[src/rtl/cios_final_sub.sv]
// cios_final_sub
//   Final conditional subtraction stage of a word-serial CIOS Montgomery
//   multiplier. Collects the NWORDS+1 word result T (LSW first, the last
//   word being the top carry word), computes T-N word by word as the words
//   arrive, then streams out either T-N or T (LSW first) depending on
//   whether the subtraction underflowed.
//
//   Optional feature macro: CIOS_TOPCHK_EN
//     defined   : ovf flags a top carry word greater than 1, held from
//                 top-word acceptance through the out_last transfer.
//     undefined : ovf is tied to 0 and no comparator is built.
//
// Ports
//   clk       : rising-edge clock
//   rst       : asynchronous, active-high reset
//   in_valid  : in_word is valid
//   in_ready  : block accepts in_word this cycle (high while collecting)
//   in_word   : T word, LSW first; word NWORDS is the top carry word
//   n_addr    : index of the modulus word needed this cycle
//   n_word    : modulus word N[n_addr], combinational read
//   out_valid : out_word is valid
//   out_ready : downstream accepts out_word
//   out_word  : reduced result word, LSW first
//   out_last  : marks result word NWORDS-1
//   ovf       : top-word bound violation flag (see macro above)

module cios_final_sub #(
  parameter int WIDTH  = 32,
  parameter int NWORDS = 4
) (
  input  logic                      clk,
  input  logic                      rst,
  input  logic                      in_valid,
  output logic                      in_ready,
  input  logic [WIDTH-1:0]          in_word,
  output logic [$clog2(NWORDS)-1:0] n_addr,
  input  logic [WIDTH-1:0]          n_word,
  output logic                      out_valid,
  input  logic                      out_ready,
  output logic [WIDTH-1:0]          out_word,
  output logic                      out_last,
  output logic                      ovf
);

  localparam int AW = $clog2(NWORDS);
  localparam int CW = $clog2(NWORDS + 1);

  typedef enum logic {
    COLLECT = 1'b0,
    EMIT    = 1'b1
  } state_t;

  state_t           r_state;
  state_t           w_state_nxt;

  logic [CW-1:0]    r_i;
  logic [AW-1:0]    r_j;
  logic             r_borrow;
  logic             r_sel;
  logic [WIDTH-1:0] r_t [NWORDS];
  logic [WIDTH-1:0] r_d [NWORDS];

  logic             w_in_fire;
  logic             w_out_fire;
  logic             w_top;
  logic             w_last;
  logic [AW-1:0]    w_idx;
  logic [WIDTH:0]   w_diff;

  // Word NWORDS is the top carry word; it carries no modulus word.
  assign w_top  = (r_i == CW'(NWORDS));
  assign w_idx  = r_i[AW-1:0];
  assign w_last = (r_j == AW'(NWORDS - 1));
  assign n_addr = w_top ? '0 : w_idx;

  // One extra bit captures the borrow-out of the running subtraction.
  assign w_diff = {1'b0, in_word} - {1'b0, n_word} - {{WIDTH{1'b0}}, r_borrow};

  assign w_in_fire  = in_valid  && in_ready;
  assign w_out_fire = out_valid && out_ready;

  // State register
  always_ff @(posedge clk or posedge rst) begin
    if (rst) begin
      r_state <= COLLECT;
    end else begin
      r_state <= w_state_nxt;
    end
  end

  // Next state and handshake outputs
  always_comb begin
    w_state_nxt = r_state;
    in_ready    = 1'b0;
    out_valid   = 1'b0;
    case (r_state)
      COLLECT: begin
        in_ready = 1'b1;
        if (in_valid && w_top) begin
          w_state_nxt = EMIT;
        end
      end
      EMIT: begin
        out_valid = 1'b1;
        if (out_ready && w_last) begin
          w_state_nxt = COLLECT;
        end
      end
      default: begin
        w_state_nxt = COLLECT;
      end
    endcase
  end

  // Output word is driven only while emitting so it reads 0 elsewhere.
  always_comb begin
    out_word = '0;
    out_last = 1'b0;
    if (out_valid) begin
      out_word = r_sel ? r_d[r_j] : r_t[r_j];
      out_last = w_last;
    end
  end

  // Collect side: store T, T-N and the running borrow.
  always_ff @(posedge clk or posedge rst) begin
    if (rst) begin
      r_i      <= '0;
      r_borrow <= 1'b0;
      r_sel    <= 1'b0;
      for (int unsigned k = 0; k < NWORDS; k++) begin
        r_t[k] <= '0;
        r_d[k] <= '0;
      end
    end else if (w_in_fire) begin
      if (w_top) begin
        // A nonzero top word means top*2^(WIDTH*NWORDS)+T already exceeds N;
        // otherwise the result is non-negative exactly when no borrow remains.
        r_sel    <= (in_word != '0) || !r_borrow;
        r_i      <= '0;
        r_borrow <= 1'b0;
      end else begin
        r_t[w_idx] <= in_word;
        r_d[w_idx] <= w_diff[WIDTH-1:0];
        r_borrow   <= w_diff[WIDTH];
        r_i        <= r_i + CW'(1);
      end
    end
  end

  // Emit side: output word counter.
  always_ff @(posedge clk or posedge rst) begin
    if (rst) begin
      r_j <= '0;
    end else if (w_out_fire) begin
      r_j <= w_last ? '0 : r_j + AW'(1);
    end
  end

`ifdef CIOS_TOPCHK_EN
  logic r_ovf;

  always_ff @(posedge clk or posedge rst) begin
    if (rst) begin
      r_ovf <= 1'b0;
    end else if (w_in_fire && w_top) begin
      r_ovf <= (in_word > WIDTH'(1));
    end else if (w_out_fire && w_last) begin
      r_ovf <= 1'b0;
    end
  end

  assign ovf = r_ovf;
`else
  assign ovf = 1'b0;
`endif

endmodule

[config.mk]
export PLATFORM = sky130hd
export DESIGN_NAME = cios_final_sub
export DESIGN_NICKNAME = d
export VERILOG_FILES = /design/src/rtl/cios_final_sub.sv
export SDC_FILE = /design/constraint.sdc
export NUM_CORES = 1
export LEC_CHECK = 0
export CORE_MARGIN = 1
export CORE_UTILIZATION = 40
export CTS_CLUSTER_SIZE = 10
export DETAILED_ROUTE_END_ITERATION = 8
export PLACE_DENSITY = 0.64
export SLEW_MARGIN = 20
export SYNTH_ARGS = -nofsm -noshare
export SYNTH_HDL_FRONTEND = slang
export SYNTH_SLANG_ARGS = --single-unit
[constraint.sdc]
create_clock -name clk -period 10.85 [get_ports clk]
set_input_delay 2.17 -clock clk [delete_from_list [all_inputs] [get_ports clk]]
set_output_delay 2.17 -clock clk [all_outputs]
set_load 0.1 [all_outputs]
* Word level (Yosys, flattened, before mapping)
Index checks and enable logic that the tools add are counted.
** Word-level totals
- Register bits :: 264
- Bits in latches :: 0
- RAM bits :: 0
- ROM bits :: 0
- Word-level logic and storage cells :: 58
- Memories kept :: 0
** Operators by class
- Add/sub/neg operators :: 4
- $mul :: 0
- Divide/modulo/power cells :: 0
- Order comparisons :: 3
- Equality and inequality tests :: 2
- Shift-type cells :: 0
- Mux-type cells :: 22
- Bitwise logic cells :: 4
- Reductions and logical operators :: 10
** Operator list (number)
- 128-bit bitwise mux :: 2
- 32-bit 2-to-1 mux :: 7
- 32-bit binary-select mux with 2-bit select :: 2
- 32-bit demux with 2-bit select :: 1
- 32-bit by 32-bit subtractor with 33-bit output :: 1
- 33-bit by 1-bit subtractor with 33-bit output :: 1
- 32-bit nonzero test :: 1
- 3-bit >= comparator, second input constant :: 2
- 1-bit 2-to-1 mux :: 6
- 2-bit NOT with 3-bit output :: 2
- 1-bit logical AND :: 5
- 2-bit 2-to-1 mux :: 2
- 2-bit AND reduction :: 2
- 3-bit by 1-bit adder with 3-bit output, second input constant :: 1
- 3-bit == test, second input constant :: 1
- 3-bit by 1-bit less-than comparator with 1-bit output, second input constant :: 1
- 3-bit 2-to-1 mux :: 1
- 2-bit by 1-bit adder with 2-bit output, second input constant :: 1
- 2-bit == test, second input constant :: 1
- 1-bit NOT :: 2
- 1-bit one-hot mux with 2 select lines :: 1
- 1-bit logical NOT :: 1
- 1-bit logical OR :: 1

* Longest topological paths before layout
Gate-level depths: netlist (run 1).
- Depth in word-level cells :: 6
- Gate-level depth with buffers :: 13

* Least setup slack after synthesis (run 1)
OpenSTA, ideal clock, no wires.
- Kind :: register to output
- Start point :: reg r_state
- End point :: out out_word[22]
- Data arrival time :: 3.489 ns
- Path slack :: 5.191 ns
- Stages on the path, launching flop included :: 4
- Cells stage by stage :: dfrtp_1 -> clkinv_1 -> clkbuf_1 -> nor2_1
** On the way
- Longest elaborated chain between the ends :: 2
** Ends and longest elaborated chain
- start: declaration :: line 53 : state_t r_state;
- start signal: assignment :: line 87 : r_state <= w_state_nxt;
- 1-bit 2-to-1 mux :: line 96 : case (r_state)
- 32-bit 2-to-1 mux :: line 119 : if (out_valid) begin
- end: declaration :: line 40 : output logic [WIDTH-1:0] out_word,
Every way passes these cells.

* Worst setup path in the final report (run 1)
- Start point :: reg r_j[0]
- End point :: out out_word[18]
** On the way
- Longest elaborated chain between the ends :: 6
** Ends and longest elaborated chain
- start: declaration :: line 57 : logic [AW-1:0] r_j;
- start signal: assignment :: line 156 : r_j <= w_last ? '0 : r_j + AW'(1);
- 2-bit NOT with 3-bit output (implied by the code) (*) :: line 120 : out_word = r_sel ? r_d[r_j] : r_t[r_j];
- 32-bit binary-select mux with 2-bit select :: line 120
- 32-bit 2-to-1 mux (implied by the code) (2 in a row) :: line 120
- 32-bit 2-to-1 mux (*) :: line 120
- 32-bit 2-to-1 mux (*) :: line 119
Mark *: on every way between the ends. The rest lies on a longest branch, timed or not. The select of a mux whose other input is x is not followed.

==> results of run 1 <==
-- worst max path at each step --
stage	start	depth (start not counted)	to
finish	r_j[0]	5	out_word[18]
global placement	r_j[0]	5	out_word[18]
floorplan	rst	1	r_borrow
detailed placement	r_j[0]	5	out_word[18]
global route	r_j[0]	5	out_word[15]
CTS	r_j[0]	5	out_word[18]
-- worst min-delay path, delay by kind of cell (launching register included) --
family	cells	cell delay, ps
flip-flops	1	330
AO/OA/AOI/OAI	1	60
AND/OR/NAND/NOR	1	40
-- flip-flops by register name, summed over array words and instances, names as in the netlist --
| signal | flops |
|---|---|
| r_borrow | 1 |
| r_d | 128 |
| r_j | 2 |
| r_i | 3 |
| r_t | 128 |
| r_state | 1 |
| r_sel | 1 |
-- Yosys cell counts (9+ instances only) --
library cell,count
o21ai_1,17
a21oi_1,38
buf_2,11
xnor2_1,12
nor2_1,64
and3_1,10
nand3_1,12
mux2i_1,36
o21ai_0,210
o21a_1,9
nor3_1,26
nand2_1,250
ha_1,67
nor4_1,13
nand4_1,13
clkbuf_1,67
dfrtp_1,264
inv_1,99
mux4_2,64
mux2_2,41
-- layout make-up --
cell class | count | area (um2)
fillers | 3346 | 19000
multi-input cells | 999 | 7310
flip-flops and latches | 264 | 6620
repair buffers | 114 | 1130
clock buffers | 37 | 798
well taps | 461 | 577
inverters | 100 | 383
clock inverters | 4 | 27.5
-- layer usage --
layer | part of all wire, % | track usage (%) | vias to the layer above
met3 | 5.3 | 2.98 | 50
met5 | 0 | 0 | -
met2 | 46 | 32.9 | 302
li1 | - | - | 5193
met4 | 2.0 | 4.47 | 0
met1 | 47 | 29.8 | 5319
-- kinds of logic after synthesis --
| logic type | Yosys count | synth area share [%] |
|---|---|---|
| simple gates | 423 | 12.7 |
| buf+inv | 191 | 5.20 |
| xor+xnor | 21 | 1.31 |
| flops | 264 | 45.1 |
| other cells | 1 | 0.0256 |
| mux | 141 | 15.5 |
| compound gates | 344 | 14.2 |
| fa+ha+maj | 69 | 6.00 |
-- through the flow --
step | setup slack [ps] | utilization, % | power [W]
global route | 4540 | 47.0 | 0.00529
global placement | 5220 | 44.7 | 0.00403
finish | 4740 | 47.0 | 0.00497
CTS | 4620 | 47.0 | 0.00501
floorplan | 1410 | - | 0.00349
detailed placement | 5230 | 44.7 | 0.00409
-- power groups by stage --
stage / clock network, W / logic, W / registers (W)
after floorplan: 0 / 0.00187 / 0.00162
after global placement: 0 / 0.00231 / 0.00172
after detailed placement: 0 / 0.00235 / 0.00174
after CTS: 0.000924 / 0.00236 / 0.00173
after global routing: 0.000961 / 0.00255 / 0.00179
final: 0.000905 / 0.00234 / 0.00173
==> metrics, run 1 <==
outcome finished with violations; violated checks DRC; Worst Min Path Start r_t[51]; Slowest cell on crit path clkdlybuf4s50_1; cts repair resizes 0; die width 193 um; Max FO, Critical Path 48; Sw Pwr 0.00211 W; Avg Inst Size Synth 10.1 um2; Syn-to-layout area delta 15.0%; commonest non-fill, non-tap cell in the layout dfrtp_1; hold crit path type flip-flop to flip-flop; Core ar. 35,800 um2; sequential power share 34.8%; hpwl dp 25.3 mm; Yosys cell types 79; Power Density 295 nW/um2; Initial Util 40.9%; crit start category flip-flop; layout cell share with drive strength beyond 1 12.3%; skew final 23.6 ps; clock sink count 264; max_cap viols 0; Worst Path Buf+Inv 2; Max Clk Rate 164 MHz; DRT iter0 DRCs 744; Inst Count DP 1,938; largest net degree at the start of global routing 137; RR Startpoint r_state; crit-path cells buf_4 -> mux4_2 -> mux2i_1 -> nor2_1 -> clkdlybuf4s50_1; Hold WS 473 ps; Max-Slew Margin vs Limit 29.5%; Yosys reg bits 264; Slew Viols, Final 0; CTS buffer count 31; internal power 0.00286 W; Hold Path Depth 2; CTS tree built; Finished Cell Area 16,800 um2; most frequent cells in the layout dfrtp_1, nand2_1, o21ai_0, clkdlybuf4s50_1, inv_1; sequential area share after synthesis 45.1%; area share of the largest cell type after synthesis 45.1%; RSZ-0062 raised after global routing false; Worst Tran Pin Value 1050 ps; synthesized net count 1,591; Placement Rows 69; post-route ant nets 0; Synth area leader dfrtp_1; routed wire length per instance 19.0 um; delay-heaviest family, CP buffers and inverters; Final min period 6110 ps; number of global-route vias before repair 11,100; final setup TNS 0 ps; Crit. End Element output port; Worst-path clk slew 60 ps; worst skew pair latency 570 ps; non-filler cells, final 1,979; IO Port Bufs 104; Worst VDD drop 205 uV; Fin. Hold Viols 0; WP data arrival 3940 ps; DR vias 10,900; number of synthesized flops with an enable pin 0; P_leak 7.59 nW; Final Wtd Congestion 0.863; Critical Path Max Stage Delay 990 ps; Clock Power Share 18.2%; commonest register cell after synthesis dfrtp_1; gr ovfl total 0; CTS Buffer Depth 3; die height 193 um; ANT cells 0; first-pass GRT wire length 61.5 mm; synthesized area 14,600 um2; reg-to-reg slack, setup 7270 ps; WL final 37.6 mm; Synth area leaders dfrtp_1, mux4_2, o21ai_0; period utilisation layout 56.3%; Comb power frac 47.0%; Placed Area 16,000 um2; gr usage total 20.6%; # DRC 8; CTS Hold Bufs 0; Async S/R FF share, synth 100%; drt pass-1 iters 7; WP data required 8680 ps; Post CTS Setup Buffer Count 0; vias per cell 5.49; Syn Inst Count 1,454; Switching Fraction 42.4%; Ports 106; final setup fails 0; r2r endpoint r_d[89]; Reg2Reg Depth 8; H-tree levels 1; Clock Tree Root clkbuf_16; initial antenna violation count 0; warnings from Yosys 0; DIE AREA 37,400 um2; CP Class flip-flop to output port; Final #Nets 1,647; Hold EP r_t[51]
No activity file was read; power rests on OpenSTA's default activity.
==> run 2, diff against run 1 <==
- clock period: 10.85 -> 6.15 ns (I/O delays scaled with it)
==> run 2 against run 1 <==
  * The run still ends with DRC left
  * Utilization rose by 0.12 points
  * Die area did not move
  * Clock power increased by 78%
  * Final area up 0.26%
  * Worst setup slack lost 3600 ps
  * Global-route usage fell by 0.30 points
  * Largest power group unchanged
  * Clock skew decreased by 11 ps
  * Register-to-register slack worse by 4600 ps
  * Critical path depth unchanged
  * Hold slack improved by 0.73 ps
  * Non-clock buffer count up 2
==> metrics, run 2 (synthesis results as in run 1) <==
vias per cell 5.49 (about the same); Clock Tree Root clkbuf_16 (unchanged); Syn-to-layout area delta 15.3% (was 15.0%); die height 193 um (unchanged); IO Port Bufs 104 (unchanged); max_cap viols 0 (unchanged); # DRC 10 (was 8); Fin. Hold Viols 0 (unchanged); Worst Tran Pin Value 1270 ps (was 1050 ps); Final min period 4990 ps; CTS Buffer Depth 3 (unchanged); WP data required 4920 ps (was 8680 ps); clock sink count 264 (unchanged); Slew Viols, Final 0 (unchanged); period utilisation layout 81.2%; initial antenna violation count 0 (unchanged); Post CTS Setup Buffer Count 0 (unchanged); die width 193 um (unchanged); routed wire length per instance 18.7 um (was 19.0 um); Crit. End Element output port (unchanged); CTS buffer count 31 (unchanged); commonest non-fill, non-tap cell in the layout dfrtp_1 (unchanged); CTS tree built (unchanged); WL final 37.0 mm (was 37.6 mm); Ports 106 (unchanged); post-route ant nets 0 (unchanged); RSZ-0062 raised after global routing false (unchanged); reg-to-reg slack, setup 2620 ps (was 7270 ps); hpwl dp 25.1 mm (was 25.3 mm); outcome finished with violations (unchanged); WP data arrival 3760 ps (was 3940 ps); Final #Nets 1,649 (was 1,647); DR vias 10,900 (about the same); Initial Util 40.9% (unchanged); hold crit path type flip-flop to flip-flop (unchanged); Max FO, Critical Path 39 (was 48); gr ovfl total 0 (unchanged); DRT iter0 DRCs 693 (was 744); worst skew pair latency 550 ps (was 570 ps); Layout Utilization 47.1% (was 47.0%); drt pass-1 iters 8 (was 7); Core ar. 35,800 um2 (unchanged); first-pass GRT wire length 61.0 mm (was 61.5 mm); ANT cells 0 (unchanged); Placement Rows 69 (unchanged); cts repair resizes 0 (unchanged); Max Clk Rate 200 MHz; Max-Slew Margin vs Limit 14.4% (was 29.5%); largest net degree at the start of global routing 176 (was 137); Multi-input gate area 7310 um2 (unchanged); P_leak 7.61 nW (was 7.59 nW); gr usage total 20.3% (was 20.6%); number of global-route vias before repair 10,900 (was 11,100); Power Density 521 nW/um2 (was 295 nW/um2); Worst VDD drop 355 uV (was 205 uV); most frequent cells in the layout dfrtp_1, nand2_1, o21ai_0, clkdlybuf4s50_1, inv_1 (unchanged); final setup TNS 0 ps (unchanged); Worst-path clk slew 50 ps (was 60 ps); Hold Path Depth 2 (unchanged); skew final 12.4 ps (was 23.6 ps); DIE AREA 37,400 um2 (unchanged); layout cell share with drive strength beyond 1 12.4% (was 12.3%); H-tree levels 1 (unchanged); Largest regs r_d: 128 flops, r_t: 128 flops, r_i: 3 flops (unchanged); violated checks DRC (unchanged); CP Class flip-flop to output port (unchanged); Worst Setup Slack, final 1160 ps (was 4740 ps); Reg2Reg Depth 6 (was 8); final setup fails 0 (unchanged); filler cell count 3,335 (was 3,346); flip-flop and latch area 6620 um2 (unchanged); CTS Hold Bufs 0 (unchanged); crit start category flip-flop (unchanged); Final Wtd Congestion 0.881 (was 0.863); Post-Place Setup Slack 1560 ps (was 5230 ps)
## run 2: cell types whose count changed in the layout (fill, tap and decap cells not counted)
cell        before  now
buf_12           1    2
buf_4            9   10
clkbuf_1         6    5
clkbuf_8         0    3
clkinvlp_4       0    1
inv_6            2    0
inv_8            1    0
## run 2: worst paths after layout
check                                    end    start
min in group asynchronous            r_t[76]      rst
worst min-delay path                  r_t[8]   r_t[8]
max in group asynchronous             r_j[0]      rst
worst max-delay path            out_word[22]   r_j[1]
worst min register to register        r_t[8]   r_t[8]
worst max register to register       r_d[89]  r_state
## run 2: area by class of cell
| cell class | count | area share (%) |
|---|---|---|
| multi-input cells | 999 | 43.3 |
| flip-flops and latches | 264 | 39.2 |
| repair buffers | 116 | 6.85 |
| clock buffers | 39 | 4.95 |
| well taps | 461 | 3.42 |
| inverters | 100 | 2.25 |
| clock inverters | 2 | 0.0593 |
## run 2: critical path, cell delays in order, from the launching register on
cell and delay [ps]:
dfrtp_4 910, buf_4 390, mux4_2 600, mux2i_1 220, nor2_1 60, clkdlybuf4s50_1 1000
## run 2: per-stage QoR
step	std cells	cell area, um2	total power (W)	hold WS (ps)
2_1_floorplan	1454	14600	0.00615	445
3_3_place_gp	1940	16000	0.00712	456
3_5_place_dp	1940	16000	0.00723	465
4_1_cts	1981	16900	0.00887	478
5_1_grt	1981	16900	0.00937	486
6_report	1981	16900	0.00879	473
## run 2: metal layers
metal / track usage [%] / share of wire [%] / vias to the layer above
li1: - / - / 5202
met1: 29.7 / 48 / 5347
met2: 32.5 / 46 / 272
met3: 2.58 / 4.4 / 47
met4: 4.09 / 1.8 / 0
met5: 0 / 0 / -
## run 2: where the power goes
part           total, W  switching, W  internal [W]
sequential      0.00310      0.000563       0.00254
combinational   0.00407       0.00245       0.00162
clock           0.00161      0.000683      0.000930
==> run 3, diff against run 2 <==
- clock period: 6.15 -> 4.9 ns (I/O delays scaled with it)
==> run 3 against run 2 <==
  * Largest power group unchanged
  * Routed wire length rose by 1.2%
  * First-iteration DRC count rose by 24%
  * The run still ends with DRC left
  * Sequential power rose by 24%
  * Largest cell class unchanged
  * Non-clock buffer count rose by 10
  * Die area did not move
  * Critical path type unchanged
  * Utilization rose by 0.19 points
  * Cell count rose by 0.45%
  * Sequential share of layout area fell by 0.16 points
  * Combinational power rose by 27%
  * Highest routed layer unchanged
  * Global-route usage rose by 0.38 points
  * Critical path depth did not move
  * Clock skew fell by 4.9 ps
==> metrics, run 3 (synthesis results as in run 1) <==
Max FO, Critical Path 28 (was 39); Slew Viols, Final 0 (unchanged); worst skew pair latency 560 ps (was 550 ps); cts repair resizes 0 (unchanged); Fin. Hold Viols 0 (unchanged); skew final 7.53 ps (was 12.4 ps); WP data required 3920 ps (was 4920 ps); Crit. End Element output port (unchanged); crit-path cells buf_4 -> mux4_2 -> mux2i_1 -> nor2_1 -> buf_4 (was buf_4 -> mux4_2 -> mux2i_1 -> nor2_1 -> clkdlybuf4s50_1); WL final 37.5 mm (was 37.0 mm); Final Wtd Congestion 0.902 (was 0.881); Layout Utilization 47.3% (was 47.1%); Largest regs r_d: 128 flops, r_t: 128 flops, r_i: 3 flops (unchanged); P_leak 7.75 nW (was 7.61 nW); CTS tree built (unchanged); gr ovfl total 0 (unchanged); crit start category flip-flop (unchanged); Final #Nets 1,659 (was 1,649); Slowest cell on crit path dfrtp_4 (was clkdlybuf4s50_1); Power Density 657 nW/um2 (was 521 nW/um2); filler cell count 3,382 (was 3,335); vias per cell 5.43 (was 5.49); commonest non-fill, non-tap cell in the layout dfrtp_1 (unchanged); H-tree levels 1 (unchanged); clock sink count 264 (unchanged); Syn-to-layout area delta 15.7% (was 15.3%); Initial Util 40.9% (unchanged); CP Class flip-flop to output port (unchanged); die width 193 um (unchanged); drt pass-1 iters 8 (unchanged); DR vias 10,800 (was 10,900); violated checks DRC (unchanged); Post-Place Setup Slack 562 ps (was 1560 ps); Worst-path clk slew 60 ps (was 50 ps); Hold WS 474 ps (was 473 ps); RSZ-0062 raised after global routing false (unchanged); die height 193 um (unchanged); WP data arrival 2820 ps (was 3760 ps); DIE AREA 37,400 um2 (unchanged); number of global-route vias before repair 11,100 (was 10,900); Ports 106 (unchanged); final setup fails 0 (unchanged); layout cell share with drive strength beyond 1 15.2% (was 12.4%); max_cap viols 0 (unchanged); CTS Buffer Depth 3 (unchanged); hpwl dp 26.1 mm (was 25.1 mm); first-pass GRT wire length 61.7 mm (was 61.0 mm); initial antenna violation count 0 (unchanged); outcome finished with violations (unchanged); Clock Tree Root clkbuf_16 (unchanged); Max Clk Rate 263 MHz; most used cell, CP buf_4; IO Port Bufs 104 (unchanged); post-route ant nets 0 (unchanged); Post CTS Setup Buffer Count 0 (unchanged); ANT cells 0 (unchanged); final setup TNS 0 ps (unchanged); CTS buffer count 31 (unchanged); CTS Hold Bufs 0 (unchanged); # DRC 10 (unchanged); Max-Slew Margin vs Limit 29.1% (was 14.4%); reg-to-reg slack, setup 1600 ps (was 2620 ps); largest net degree at the start of global routing 141 (was 176); Core ar. 35,800 um2 (unchanged); gr usage total 20.7% (was 20.3%); Final min period 3800 ps; hold crit path type flip-flop to flip-flop (unchanged); most frequent cells in the layout dfrtp_1, nand2_1, o21ai_0, inv_1, clkdlybuf4s50_1 (was dfrtp_1, nand2_1, o21ai_0, clkdlybuf4s50_1, inv_1); DRT iter0 DRCs 860 (was 693); Worst Setup Slack, final 1100 ps (was 1160 ps); Placement Rows 69 (unchanged); period utilisation layout 77.6%; Worst VDD drop 469 uV (was 355 uV); Worst Tran Pin Value 1060 ps (was 1270 ps); Critical Path Max Stage Delay 770 ps (was 1000 ps); routed wire length per instance 18.8 um (was 18.7 um)
run 3: final timing paths:
kind / startpoint / end / depth (start not counted)
max reg2reg: r_state / r_d[89] / 8
min in group asynchronous: rst / r_d[103] / 3
min reg2reg: r_t[60] / r_t[60] / 2
min: r_t[60] / r_t[60] / 2
max: r_j[0] / out_word[29] / 5
max in group asynchronous: rst / r_j[0] / 3
run 3: final cells by class:
| cell class | count | area (um2) | area share [%] |
|---|---|---|---|
| Timing Repair Buffer | 126 | 1180 | 6.97 |
| Clock inverter | 4 | 73.8 | 0.436 |
| Tap cell | 461 | 577 | 3.40 |
| Multi-Input combinational cell | 999 | 7310 | 43.1 |
| Sequential cell | 264 | 6620 | 39.0 |
| Inverter | 100 | 379 | 2.24 |
| Clock buffer | 36 | 815 | 4.81 |
run 3: power by group:
group          total (W)  switching (W)  internal [W]
logic            0.00517        0.00316       0.00202
clock network    0.00211       0.000860       0.00125
registers        0.00384       0.000650       0.00319
run 3: stage by stage:
step	instances	total power [W]	instance area (um2)
after floorplan	1454	0.00772	14600
after global placement	1949	0.00892	16000
after detailed placement	1949	0.00908	16000
after CTS	1989	0.0112	16900
after global routing	1990	0.0119	16900
final	1990	0.0111	16900
run 3: worst max-delay path, delay by kind of cell (launching register included):
kind / cells / cell delay, ps
DFF: 1 / 770
muxes: 2 / 730
buffers and inverters: 2 / 670
and+or+nand+nor: 1 / 80
run 3: routing by layer:
layer | vias up | wire length [um] | global-route usage, % | part of all wire, %
li1 | 5222 | - | - | -
met1 | 5249 | 17500 | 29.7 | 47
met2 | 278 | 17200 | 32.8 | 46
met3 | 47 | 2000 | 3.29 | 5.3
met4 | 0 | 771 | 5.01 | 2.1
met5 | - | 0 | 0 | 0
